`src/rtl/bottling_fill_controller_pkg.sv`:
```
// Shared settings package: display state codes and default counter widths
// used by the bottling fill controller and the settings/display logic.
package bottling_fill_controller_pkg;

  localparam int CNT_W_DEF = 6;
  localparam int TOT_W_DEF = 12;

  localparam logic [1:0] S_ZERO_CODE   = 2'b00;
  localparam logic [1:0] S_OPER_CODE   = 2'b01;
  localparam logic [1:0] S_REPORT_CODE = 2'b11;

endpackage

```
`src/rtl/bottling_fill_controller_pill_edge_sync.sv`:
```
// Three-flop synchronizer for an asynchronous level input, producing a
// one-cycle pulse on each synchronized rising edge.
module pill_edge_sync (
  input  logic clk,
  input  logic srst,
  input  logic din,
  output logic rise
);

  logic [2:0] sync_q;
  logic [2:0] sync_d;

  always_comb begin
    sync_d = {sync_q[1:0], din};
  end

  always_ff @(posedge clk) begin
    if (srst) begin
      sync_q <= 3'b000;
    end else begin
      sync_q <= sync_d;
    end
  end

  // sync_q[1] is the second synchronizer stage; sync_q[2] delays it once more.
  assign rise = sync_q[1] & ~sync_q[2];

endmodule

```
`src/rtl/bottling_fill_controller.sv`:
```
// Fill sequencer: latches bottle/pill targets on start, counts sensor pills,
// drives the dispense valve and requests a conveyor step per full bottle.
module bottling_fill_controller
  import bottling_fill_controller_pkg::*;
#(
  parameter int CNT_W = CNT_W_DEF,
  parameter int TOT_W = TOT_W_DEF
) (
  input  logic             in_CLK,
  input  logic             in_RST,
  input  logic             in_start,
  input  logic             in_clear,
  input  logic [CNT_W-1:0] in_target_bottle_num,
  input  logic [CNT_W-1:0] in_target_pill_num,
  input  logic             in_pill,
  input  logic             in_bottle_ready,
  output logic [1:0]       out_state,
  output logic             out_valve_open,
  output logic             out_bottle_advance,
  output logic [CNT_W-1:0] out_cur_pills,
  output logic [CNT_W-1:0] out_done_bottles,
  output logic [TOT_W-1:0] out_total_pills,
  output logic             out_error
);

  localparam logic [1:0] ST_ZERO   = 2'd0;
  localparam logic [1:0] ST_FILL   = 2'd1;
  localparam logic [1:0] ST_SWAP   = 2'd2;
  localparam logic [1:0] ST_REPORT = 2'd3;

  logic [1:0]       state_q, state_d;
  logic [CNT_W-1:0] tgt_bottles_q, tgt_bottles_d;
  logic [CNT_W-1:0] tgt_pills_q, tgt_pills_d;
  logic [CNT_W-1:0] cur_q, cur_d;
  logic [CNT_W-1:0] done_q, done_d;
  logic [TOT_W-1:0] total_q, total_d;
  logic             error_q, error_d;
  logic             advance_q, advance_d;

  logic             pill_rise;
  logic [CNT_W-1:0] cur_inc;

  pill_edge_sync u_pill_sync (
    .clk  (in_CLK),
    .srst (in_RST),
    .din  (in_pill),
    .rise (pill_rise)
  );

  assign cur_inc = cur_q + CNT_W'(1);

  always_comb begin
    state_d       = state_q;
    tgt_bottles_d = tgt_bottles_q;
    tgt_pills_d   = tgt_pills_q;
    cur_d         = cur_q;
    done_d        = done_q;
    total_d       = total_q;
    error_d       = error_q;
    advance_d     = 1'b0;

    if (in_clear) begin
      // Targets stay latched; only progress and the fault flag are wiped.
      state_d = ST_ZERO;
      cur_d   = '0;
      done_d  = '0;
      total_d = '0;
      error_d = 1'b0;
    end else begin
      case (state_q)
        ST_ZERO: begin
          if (in_start) begin
            tgt_bottles_d = in_target_bottle_num;
            tgt_pills_d   = in_target_pill_num;
            if ((in_target_bottle_num == '0) || (in_target_pill_num == '0)) begin
              state_d = ST_REPORT;
              error_d = 1'b1;
            end else begin
              state_d = ST_FILL;
            end
          end
        end
        ST_FILL: begin
          if (pill_rise) begin
            cur_d   = cur_inc;
            total_d = total_q + TOT_W'(1);
            if (cur_inc == tgt_pills_q) begin
              done_d    = done_q + CNT_W'(1);
              advance_d = 1'b1;
              state_d   = ST_SWAP;
            end
          end
        end
        ST_SWAP: begin
          if (pill_rise) begin
            error_d = 1'b1;
          end
          // The conveyor cannot have moved while the advance pulse is still out.
          if (in_bottle_ready && !advance_q) begin
            if (done_q == tgt_bottles_q) begin
              state_d = ST_REPORT;
            end else begin
              cur_d   = '0;
              state_d = ST_FILL;
            end
          end
        end
        default: begin
          state_d = state_q;
        end
      endcase
    end
  end

  always_ff @(posedge in_CLK) begin
    if (in_RST) begin
      state_q       <= ST_ZERO;
      tgt_bottles_q <= '0;
      tgt_pills_q   <= '0;
      cur_q         <= '0;
      done_q        <= '0;
      total_q       <= '0;
      error_q       <= 1'b0;
      advance_q     <= 1'b0;
    end else begin
      state_q       <= state_d;
      tgt_bottles_q <= tgt_bottles_d;
      tgt_pills_q   <= tgt_pills_d;
      cur_q         <= cur_d;
      done_q        <= done_d;
      total_q       <= total_d;
      error_q       <= error_d;
      advance_q     <= advance_d;
    end
  end

  always_comb begin
    case (state_q)
      ST_ZERO:   out_state = S_ZERO_CODE;
      ST_REPORT: out_state = S_REPORT_CODE;
      default:   out_state = S_OPER_CODE;
    endcase
  end

  assign out_valve_open     = (state_q == ST_FILL);
  assign out_bottle_advance = advance_q;
  assign out_cur_pills      = cur_q;
  assign out_done_bottles   = done_q;
  assign out_total_pills    = total_q;
  assign out_error          = error_q;

endmodule

```
`config.mk`:
```
export PLATFORM = sky130hd
export DESIGN_NAME = bottling_fill_controller
export DESIGN_NICKNAME = d
export VERILOG_FILES = /design/src/rtl/bottling_fill_controller_pkg.sv /design/src/rtl/bottling_fill_controller_pill_edge_sync.sv /design/src/rtl/bottling_fill_controller.sv
export SDC_FILE = /design/constraint.sdc
export NUM_CORES = 1
export LEC_CHECK = 0
export CAP_MARGIN = 20
export CELL_PAD_IN_SITES_DETAIL_PLACEMENT = 1
export CELL_PAD_IN_SITES_GLOBAL_PLACEMENT = 2
export CORE_UTILIZATION = 31
export CTS_CLUSTER_SIZE = 8
export DETAILED_ROUTE_END_ITERATION = 8
export PLACE_DENSITY = 0.92
export SYNTH_ARGS = -nofsm -noshare
export SYNTH_HDL_FRONTEND = slang
export SYNTH_SLANG_ARGS = --single-unit
export TNS_END_PERCENT = 50
```
`constraint.sdc`:
```
create_clock -name in_CLK -period 5.4 [get_ports in_CLK]
set_input_delay 0.54 -clock in_CLK [delete_from_list [all_inputs] [get_ports in_CLK]]
set_output_delay 0.54 -clock in_CLK [all_outputs]
set_load 0.1 [all_outputs]
```
* Word level (Yosys, flattened, before mapping)
Index checks and enable logic that the tools add are counted.
** Storage, ports and cells
- Logic and storage cells :: 63
- Input port bits :: 18
- Output and inout bits :: 29
- Flip-flop bits (word level) :: 43
** Operators by class
- $add $sub $neg :: 3
- Bitwise gates (word level) :: 5
- Eq/ne operators :: 12
- Mux-type cells :: 17
- Reductions and logical operators :: 17
** Operators by type and width (count)
- $mux W6 :: 3
- $add A12 B1 Y12 const B :: 1
- $add A6 B1 Y6 const B :: 2
- $eq A6 B6 Y1 :: 2
- $logic_not A6 Y1 :: 2
- $mux W2 :: 6
- $pmux W6 S2 :: 1
- $ne A2 B2 Y1 const B :: 5
- $reduce_and A4 Y1 :: 2
- $pmux W2 S3 :: 1
- $reduce_and A3 Y1 :: 2
- $reduce_and A5 Y1 :: 1
- $eq A2 B2 Y1 const B :: 2
- $mux W1 :: 4
- $ne A2 B1 Y1 const B :: 2
- $not A1 Y1 :: 4
- $pmux W2 S2 :: 1
- $reduce_bool A2 Y1 :: 2
- $reduce_or A4 Y1 :: 1
- $reduce_bool A3 Y1 :: 1
- $eq A2 B1 Y1 const B :: 1
- $logic_not A2 Y1 :: 1
- $pmux W1 S2 :: 1
- $reduce_and A2 Y1 :: 1
- 5 further kinds :: 5

* Longest topological paths before layout
Gate-level depths: netlist of the first run.
- Depth after elaboration :: 5
- Gate-level depth with buffers :: 8
- Gate-level depth less buffers :: 8

* Cells and area by module
A second synthesis of the first run with hierarchy kept.
** Second synthesis, totals
- Cell total of the unflattened synthesis :: 253
- Area, all modules :: 2105.8 um^2
** Modules (own cells, without submodules)
- bottling_fill_controller :: sequential area each 800.8 um^2, times used 1, area an instance 2018.2 um^2, cells each 246
- pill_edge_sync :: sequential area each 60.1 um^2, times used 1, area an instance 87.6 um^2, cells each 7

* Least setup slack after synthesis of the first run
OpenSTA, ideal clock, no wires.
- Kind :: flip-flop to flip-flop
- Start :: register cur_q[0] (netlist: out_cur_pills[0])
- End :: register done_q[3] (netlist: out_done_bottles[3])
- Path slack :: 2.658 ns
- Cell stages (with the launch flop) :: 8
- Buffers on the path :: 0
- Data arrival time :: 2.673 ns
- Required time :: 5.330 ns
- Period minus slack after synthesis :: 2.742 ns
- Setup time :: 0.070 ns
- Cell sequence :: dfxtp_1 > ha_1 > xnor2_1 > xnor2_1 > nor4_4 > nand3_4 > or3_1 > a21oi_1
** On the way
- Cells in the longest elaborated chain, start to end :: 3
** Ends and longest elaborated chain
- start, declared :: line bottling_fill_controller.sv:34 : logic [CNT_W-1:0] cur_q, cur_d;
- start signal, assigned :: line bottling_fill_controller.sv:129 : cur_q <= cur_d;
- $add A6 B1 Y6 :: line bottling_fill_controller.sv:50 : assign cur_inc = cur_q + CNT_W'(1);
- $eq A6 B6 Y1 :: line bottling_fill_controller.sv:87 : if (cur_inc == tgt_pills_q) begin
- $reduce_and A3 Y1 (no source line)
- end signal, assigned :: line bottling_fill_controller.sv:130 : done_q <= done_d;
- end, declared :: line bottling_fill_controller.sv:35 : logic [CNT_W-1:0] done_q, done_d;
No other way between the ends.
A chain may end at the register's enable or synchronous reset.

* Final worst setup path of the first run
- Start :: register state_q[0]
- End :: output port out_state[0]
** On the way
- Cells in the longest elaborated chain, start to end :: 2
- Elaborated cells on any way between the ends :: 3
- Those cells by class :: eq/ne (1); mux (1); reduce/logical (1)
** Ends and longest elaborated chain
- start, declared :: line bottling_fill_controller.sv:31 : logic [1:0] state_q, state_d;
- start signal, assigned :: line bottling_fill_controller.sv:126 : state_q <= state_d;
- $eq A2 B2 Y1 / $logic_not A2 Y1 (equally long branches) :: line bottling_fill_controller.sv:138 : case (state_q)
- $pmux W2 S2 (*) :: line bottling_fill_controller.sv:138
- end, declared :: line bottling_fill_controller.sv:17 : output logic [1:0] out_state,
Mark *: on every way between the ends. The rest lies on a longest branch, timed or not.

==> results.tsv, run 1 <==
stage	metric	value	unit
synthesis	Unique masters post-synth	39	
critical_path	Worst setup SP type	flop	
timing	Slew Limit Fails	0	
cts	CTS tree	yes	
run	Max-cap violations	0	
timing	min Tclk post-route	2.75	ns
timing	fmax	364	MHz
timing	Fin Setup TNS	0	ns
power_and_ir_drop	P_int	0.540	mW
timing	relative slew slack	34.2	%
synthesis	synthesized flop and latch total	43	
floorplan	Ports	47	
drt	WL/cell	13.6	µm
drt	routed vias	1846	
floorplan	Die ar.	7000	µm²
cts	H-tree levels	2	
grt	met2 GRT Util	25.3	%
cts	Post-CTS Resized	0	
synthesis	register area share after synthesis	41.6	%
placement	Area after DPL	2590	µm²
drt	drt pass-1 iters	4	
timing	RSZ-0062 raised after global routing	no	
floorplan	Die X	83.7	µm
min_path	Hold Path Class	flop to flop	
critical_path	Crit path arrival time	2.21	ns
finish	layout cell share with drive strength beyond 1	5.48	%
grt	initial antenna violation count	0	
floorplan	Core Area	6390	µm²
grt	global route overflow	0	
placement	port buffer count	46	
critical_path	worst r2r path cells	6	
power_and_ir_drop	Switching Share	23.7	%
synthesis	Synth Instances	245	
placement	post-placement worst setup slack	2.97	ns
power_and_ir_drop	maximum vdd drop	0.000128	V
synthesis	Ys Warns	0	
cts	clock transition at the registers of the reported paths	0.08	ns
synthesis	leading area contributor after synthesis	dfxtp_1	
timing	worst slew pin tran	0.983	ns
grt	vias in the first global route	1848	
run_status	outcome	finished, final reports clean	
grt	largest net degree at the start of global routing	28	
critical_path	CP Data Required Time	4.86	ns
synthesis	Synth Cell Area	2070	µm²
timing	Setup Skew	0.00717	ns
min_path	WHS Path Cells	1	
critical_path	Worst Setup End Kind	output port	
grt	GRT Max-Usage Layer	met2	
timing	Final Hold Vio Count	0	
synthesis	ys flop type	dfxtp_1	
drt	Residual DRC	0	
grt	met3 usage	2.47	%
synthesis	Syn Area/Cell	8.44	µm²
finish	Nets	318	
synthesis	largest cells by area after synthesis	dfxtp_1 42%, nand2_1 7.1%, xnor2_1 6.8%	
cts	clk sinks	43	
power_and_ir_drop	Clk pwr share	42.0	%
power_and_ir_drop	Net Sw Power	0.168	mW
power_and_ir_drop	Comb power frac	11.5	%
grt	global-route wire length before repair	8680	µm
min_path	worst hold endpoint	u_pill_sync.sync_q[1]$_SDFF_PP0_	
critical_path	WS Path Type	flop to output port	
floorplan	Initial Util	32.4	%
floorplan	row count	29	
finish	antenna cells	0	
critical_path	R2R setup slack	3.05	ns
drt	overall routed net length	5030	µm
critical_path	reg2reg start	state_q[0]$_SDFFE_PP0P_	
min_path	hold_sp	u_pill_sync.sync_q[0]$_SDFF_PP0_	
synthesis	Syn Nets	272	
synthesis	top cell type's share of synthesized area	41.6	%
cts	clock latency at the later pin of the worst-skew pair	0.30	ns
power_and_ir_drop	Pwr Total	0.708	mW
cts	CTS Root Cell	clkbuf_8	
grt	aggregate global-route resource usage	15.2	%
timing	worst setup margin	2.65	ns
synthesis	number of synthesized flops with an enable pin	0	
cts	clk buf depth	2	
placement	GP Congestion	0.714	
critical_path	Reg-to-Reg End	out_cur_pills[1]$_SDFFE_PP0P_	
finish	cell area after layout	2720	µm²
floorplan	die height	83.7	µm
placement	Detail Placement HPWL	3790	µm
cts	Post-CTS Hold Fix Bufs	0	
power_and_ir_drop	Lkg Pwr	0.953	nW
power_and_ir_drop	register share of total power	46.5	%
timing	Final period util	50.9	%
cts	Post-CTS Setup Repair Bufs	0	
cts	CTS Buf Count	5	
drt	Vias/cell	5.00	
grt	GRT met1 Usage	20.2	%
critical_path	Worst Path Max Fanout	4	
finish	Area Growth Syn to Fin	31.7	%
timing	Final setup viols	0	
drt	ANT nets after route	0	
drt	DRT iter0 DRCs	51	
finish	Util after Layout	42.7	%
synthesis	asr flop ratio synth	0	%
power_and_ir_drop	Power Density	260	nW/µm²
## Yosys cell counts (3+ instances only)
cell      instances
a21oi_1          27
inv_1             6
clkbuf_1          6
nand3b_1          3
nor2_1           26
xnor2_1          16
ha_1              9
xor2_1           10
nand3_1           5
and3_1            3
o21ai_0          12
nor2b_1           3
or3_1             6
nand2_1          39
dfxtp_1          43
nand4_1           4
## stage by stage
| step | hold slack, ns | cells |
|---|---|---|
| 6_report | 0.449 | 369 |
| 2_1_floorplan | 0.414 | 245 |
| 3_5_place_dp | 0.431 | 361 |
| 5_1_grt | 0.488 | 369 |
| 4_1_cts | 0.453 | 369 |
| 3_3_place_gp | 0.419 | 361 |
## power groups by stage
stage	clock (mW)	sequential, mW	combinational (mW)
after floorplan	0	0.340	0.0497
after global placement	0	0.336	0.0804
after detailed placement	0	0.337	0.0816
after CTS	0.307	0.329	0.0822
after global routing	0.318	0.330	0.0891
final	0.298	0.329	0.0813
## routing by layer
layer	vias to the layer above	part of all wire, %
met2	48	47
met5	-	0
met1	868	48
met4	0	1.2
met3	5	3.6
li1	925	-
## state kept, by name, indices dropped and copies added (netlist names), 2 cells and up
register            flops
out_cur_pills           6
out_done_bottles        6
out_total_pills        12
state_q                 2
tgt_bottles_q           6
tgt_pills_q             6
u_pill_sync.sync_q      3
## how the worst max path moves through the flow
stage	startpoint	endpoint	slack, ns	cells past startpoint
6_report	state_q[0]$_SDFFE_PP0P_	out_state[0]	2.65	4
5_1_grt	state_q[0]$_SDFFE_PP0P_	out_state[0]	2.56	4
4_1_cts	state_q[0]$_SDFFE_PP0P_	out_state[0]	2.63	4
3_5_place_dp	state_q[0]$_SDFFE_PP0P_	out_state[0]	2.97	4
3_3_place_gp	state_q[0]$_SDFFE_PP0P_	out_state[0]	3.04	4
2_1_floorplan	out_cur_pills[0]$_SDFFE_PP0P_	out_done_bottles[3]$_SDFFE_PP0P_	2.66	7
## worst max-delay path: stages (launching register included)
cell	delay (ns)
dfxtp_1	0.40
inv_1	0.12
ha_1	0.22
inv_1	0.05
clkdlybuf4s50_1	1.12
## cell usage in the layout (no fill, tap or decap), types with 2 or more instances in the layout
| cell | netlist | final |
|---|---|---|
| clkbuf_8 | 0 | 5 |
| clkdlybuf4s50_1 | 0 | 46 |
| o21ai_0 | 12 | 12 |
| nand3_1 | 5 | 5 |
| xor2_1 | 10 | 10 |
| nor2_1 | 26 | 26 |
| and3_1 | 3 | 3 |
| a21oi_1 | 27 | 27 |
| mux2i_1 | 2 | 2 |
| or3_1 | 6 | 6 |
| nor2b_1 | 3 | 3 |
| xnor2_1 | 16 | 16 |
| inv_1 | 6 | 6 |
| or2_2 | 2 | 2 |
| nand3b_1 | 3 | 3 |
| bufinv_16 | 0 | 2 |
| nand4_1 | 4 | 4 |
| nor3_1 | 2 | 2 |
| nand2_1 | 39 | 39 |
| nor4_1 | 2 | 2 |
| dfxtp_1 | 43 | 43 |
| ha_1 | 9 | 9 |
## cell families (layout without fill, tap and decap cells)
family / after synthesis / in the layout / share of synthesized area (%)
and+or+nand+nor: 104 / 104 / 25.3
buffers and inverters: 13 / 60 / 2.72
AOI/OAI and AO/OA: 48 / 48 / 12.9
xor gates and xnor gates: 26 / 26 / 11.0
adders and majority gates: 9 / 9 / 5.44
muxes: 2 / 2 / 0.968
DFF: 43 / 43 / 41.6
## final cells by class
type / count / area, µm²
Fill cell: 764 / 3660
Sequential cell: 43 / 861
Multi-Input combinational cell: 189 / 1150
Tap cell: 77 / 96.3
Timing Repair Buffer: 46 / 460
Clock inverter: 2 / 60.1
Inverter: 6 / 22.5
Clock buffer: 6 / 72.6
(Power assumes the default switching activity.)
==> run 2: changes to the inputs <==
--- a/config.mk
+++ b/config.mk
@@ -8,10 +8,10 @@
 export CAP_MARGIN = 20
 export CELL_PAD_IN_SITES_DETAIL_PLACEMENT = 1
 export CELL_PAD_IN_SITES_GLOBAL_PLACEMENT = 2
-export CORE_UTILIZATION = 31
+export CORE_UTILIZATION = 26
 export CTS_CLUSTER_SIZE = 8
 export DETAILED_ROUTE_END_ITERATION = 8
-export PLACE_DENSITY = 0.92
+export PLACE_DENSITY = 0.83
 export SYNTH_ARGS = -nofsm -noshare
 export SYNTH_HDL_FRONTEND = slang
 export SYNTH_SLANG_ARGS = --single-unit
==> constraint.sdc (replaced) <==
create_clock -name in_CLK -period 2.5 [get_ports in_CLK]
set_input_delay 0.25 -clock in_CLK [delete_from_list [all_inputs] [get_ports in_CLK]]
set_output_delay 0.25 -clock in_CLK [all_outputs]
set_load 0.1 [all_outputs]
==> run 2 against run 1 <==
Against the previous run: non-clock buffer count grew 2; clock-buffer cell count did not move; highest routed layer unchanged; sequential share of layout area increased by 0.52 points; worst setup slack got worse by 2.4 ns; global-route usage shrank 1.9 points; critical endpoint is now out_cur_pills[1]$_SDFFE_PP0P_; combinational power increased by 120%.
==> results.tsv, run 2 (same netlist as run 1, synthesis figures left out) <==
stage	metric	value	unit	change
run_status	outcome	finished, final reports clean		
timing	relative slew slack	50.4	%	+16 points
floorplan	die height	91.2	µm	+9.0%
finish	Area Growth Syn to Fin	29.9	%	
floorplan	Die X	91.2	µm	+9.0%
cts	clk sinks	43		unchanged
timing	fmax	451	MHz	
finish	layout cell share with drive strength beyond 1	17.3	%	+12 points
critical_path	Crit path arrival time	2.44	ns	+0.23 ns
grt	largest net degree at the start of global routing	28		unchanged
drt	routed vias	1803		-2.3%
finish	commonest non-fill, non-tap cell in the layout	dfxtp_1		
drt	DRT iter0 DRCs	77		+51%
floorplan	Initial Util	26.8	%	-5.6 points
cts	H-tree levels	2		unchanged
run	Max-cap violations	0		unchanged
critical_path	CP Data Required Time	2.72	ns	-2.14 ns
drt	WL/cell	13.1	µm	-4.2%
placement	port buffer count	46		unchanged
critical_path	WS Path Type	flop to flop		
timing	Setup Skew	0.00420	ns	-0.00297 ns
timing	min Tclk post-route	2.22	ns	
cts	clock transition at the registers of the reported paths	0.08	ns	about the same
timing	Fin Setup TNS	0	ns	unchanged
grt	vias in the first global route	1784		-3.5%
timing	RSZ-0062 raised after global routing	no		
floorplan	Die ar.	8320	µm²	+19%
critical_path	Worst setup SP type	flop		
grt	aggregate global-route resource usage	13.3	%	-1.9 points
timing	Final period util	88.8	%	
critical_path	Worst Path Max Fanout	12		+8
drt	Residual DRC	0		unchanged
cts	clk buf depth	2		unchanged
min_path	Hold Path Class	flop to flop		
timing	worst slew pin tran	0.741	ns	-0.243 ns
timing	Final setup viols	0		unchanged
timing	Min Hold Slack	0.441	ns	-0.00775 ns
drt	overall routed net length	5180	µm	+2.8%
finish	max reg flops	12		unchanged
grt	global route overflow	0		unchanged
drt	ANT nets after route	0		unchanged
placement	Detail Placement HPWL	3900	µm	+3.1%
drt	Vias/cell	4.55		-9.0%
floorplan	Core Area	7730	µm²	+21%
cts	CTS Root Cell	clkbuf_8		
grt	global-route wire length before repair	8800	µm	+1.4%
power_and_ir_drop	Lkg Pwr	1.02	nW	+6.8%
cts	Post-CTS Hold Fix Bufs	0		unchanged
finish	most frequent cells in the layout	41 x dfxtp_1, 39 x nand2_1, 31 x buf_4		
floorplan	Ports	47		unchanged
critical_path	Worst Setup End Kind	flop		
cts	Post-CTS Resized	0		unchanged
power_and_ir_drop	Power Density	542	nW/µm²	+110%
drt	drt pass-1 iters	5		+1
cts	CTS tree	yes		
timing	Final Hold Vio Count	0		unchanged
finish	Nets	320		+0.63%
cts	CTS Buf Count	5		unchanged
floorplan	row count	32		+10%
finish	antenna cells	0		unchanged
cts	Post-CTS Setup Repair Bufs	0		unchanged
placement	GP Congestion	0.810		+14%
grt	initial antenna violation count	0		unchanged
power_and_ir_drop	maximum vdd drop	0.000209	V	+64%
cts	clock latency at the later pin of the worst-skew pair	0.29	ns	about the same
timing	Slew Limit Fails	0		unchanged
## run 2: cell count changes in the layout (fill, tap and decap cells not counted), sizes merged
cell	change
clkdlybuf4s50	-29
bufinv	-1
buf	+31
clkinv	+1
## run 2: final cells by class
type                            count  area [µm²]
Fill cell                         940        5040
Clock buffer                        6        82.6
Clock inverter                      2        35.0
Sequential cell                    43         863
Timing Repair Buffer               48         403
Inverter                            6        22.5
Multi-Input combinational cell    189        1150
Tap cell                          102         128
## run 2: path summary, 6_finish.rpt
| kind | from | to | slack, ns | cells past startpoint |
|---|---|---|---|---|
| max | state_q[0]$_SDFFE_PP0P_ | out_cur_pills[1]$_SDFFE_PP0P_ | 0.28 | 6 |
| min | u_pill_sync.sync_q[0]$_SDFF_PP0_ | u_pill_sync.sync_q[1]$_SDFF_PP0_ | 0.44 | 1 |
| max reg2reg | state_q[0]$_SDFFE_PP0P_ | out_cur_pills[1]$_SDFFE_PP0P_ | 0.28 | 6 |
| min reg2reg | u_pill_sync.sync_q[0]$_SDFF_PP0_ | u_pill_sync.sync_q[1]$_SDFF_PP0_ | 0.44 | 1 |
## run 2: power by group
| part | internal, mW | switching, mW | total (mW) |
|---|---|---|---|
| registers | 0.699 | 0.0117 | 0.711 |
| clock network | 0.324 | 0.244 | 0.568 |
| logic | 0.0677 | 0.109 | 0.177 |
| total | 1.09 | 0.365 | 1.46 |
## run 2: through the flow
step | area [µm²] | std cells | util, % | setup slack [ns] | total power, mW
2_1_floorplan | 2070 | 245 | - | 0.0182 | 0.843
3_3_place_gp | 2570 | 388 | 33.3 | 0.374 | 0.904
3_5_place_dp | 2570 | 388 | 33.3 | 0.290 | 0.906
6_report | 2690 | 396 | 34.8 | 0.280 | 1.46
4_1_cts | 2690 | 396 | 34.8 | 0.274 | 1.48
5_1_grt | 2690 | 396 | 34.8 | 0.0838 | 1.52
## run 2: per-layer routing
metal  up-vias  part of all wire, %  GRT usage, %
li1        927                    -             -
met1       836                   50          17.4
met2        36                   45          21.3
met3         4                  3.6          3.43
met4         0                  1.1          4.37
met5         -                    0             0
## run 2: critical path, cell delays in order, from the launching register on
cell and delay (ns):
dfxtp_1 0.39, inv_1 0.11, ha_1 0.35, a22oi_1 0.26, o221ai_1 0.34, or3b_2 0.56, a21oi_1 0.14
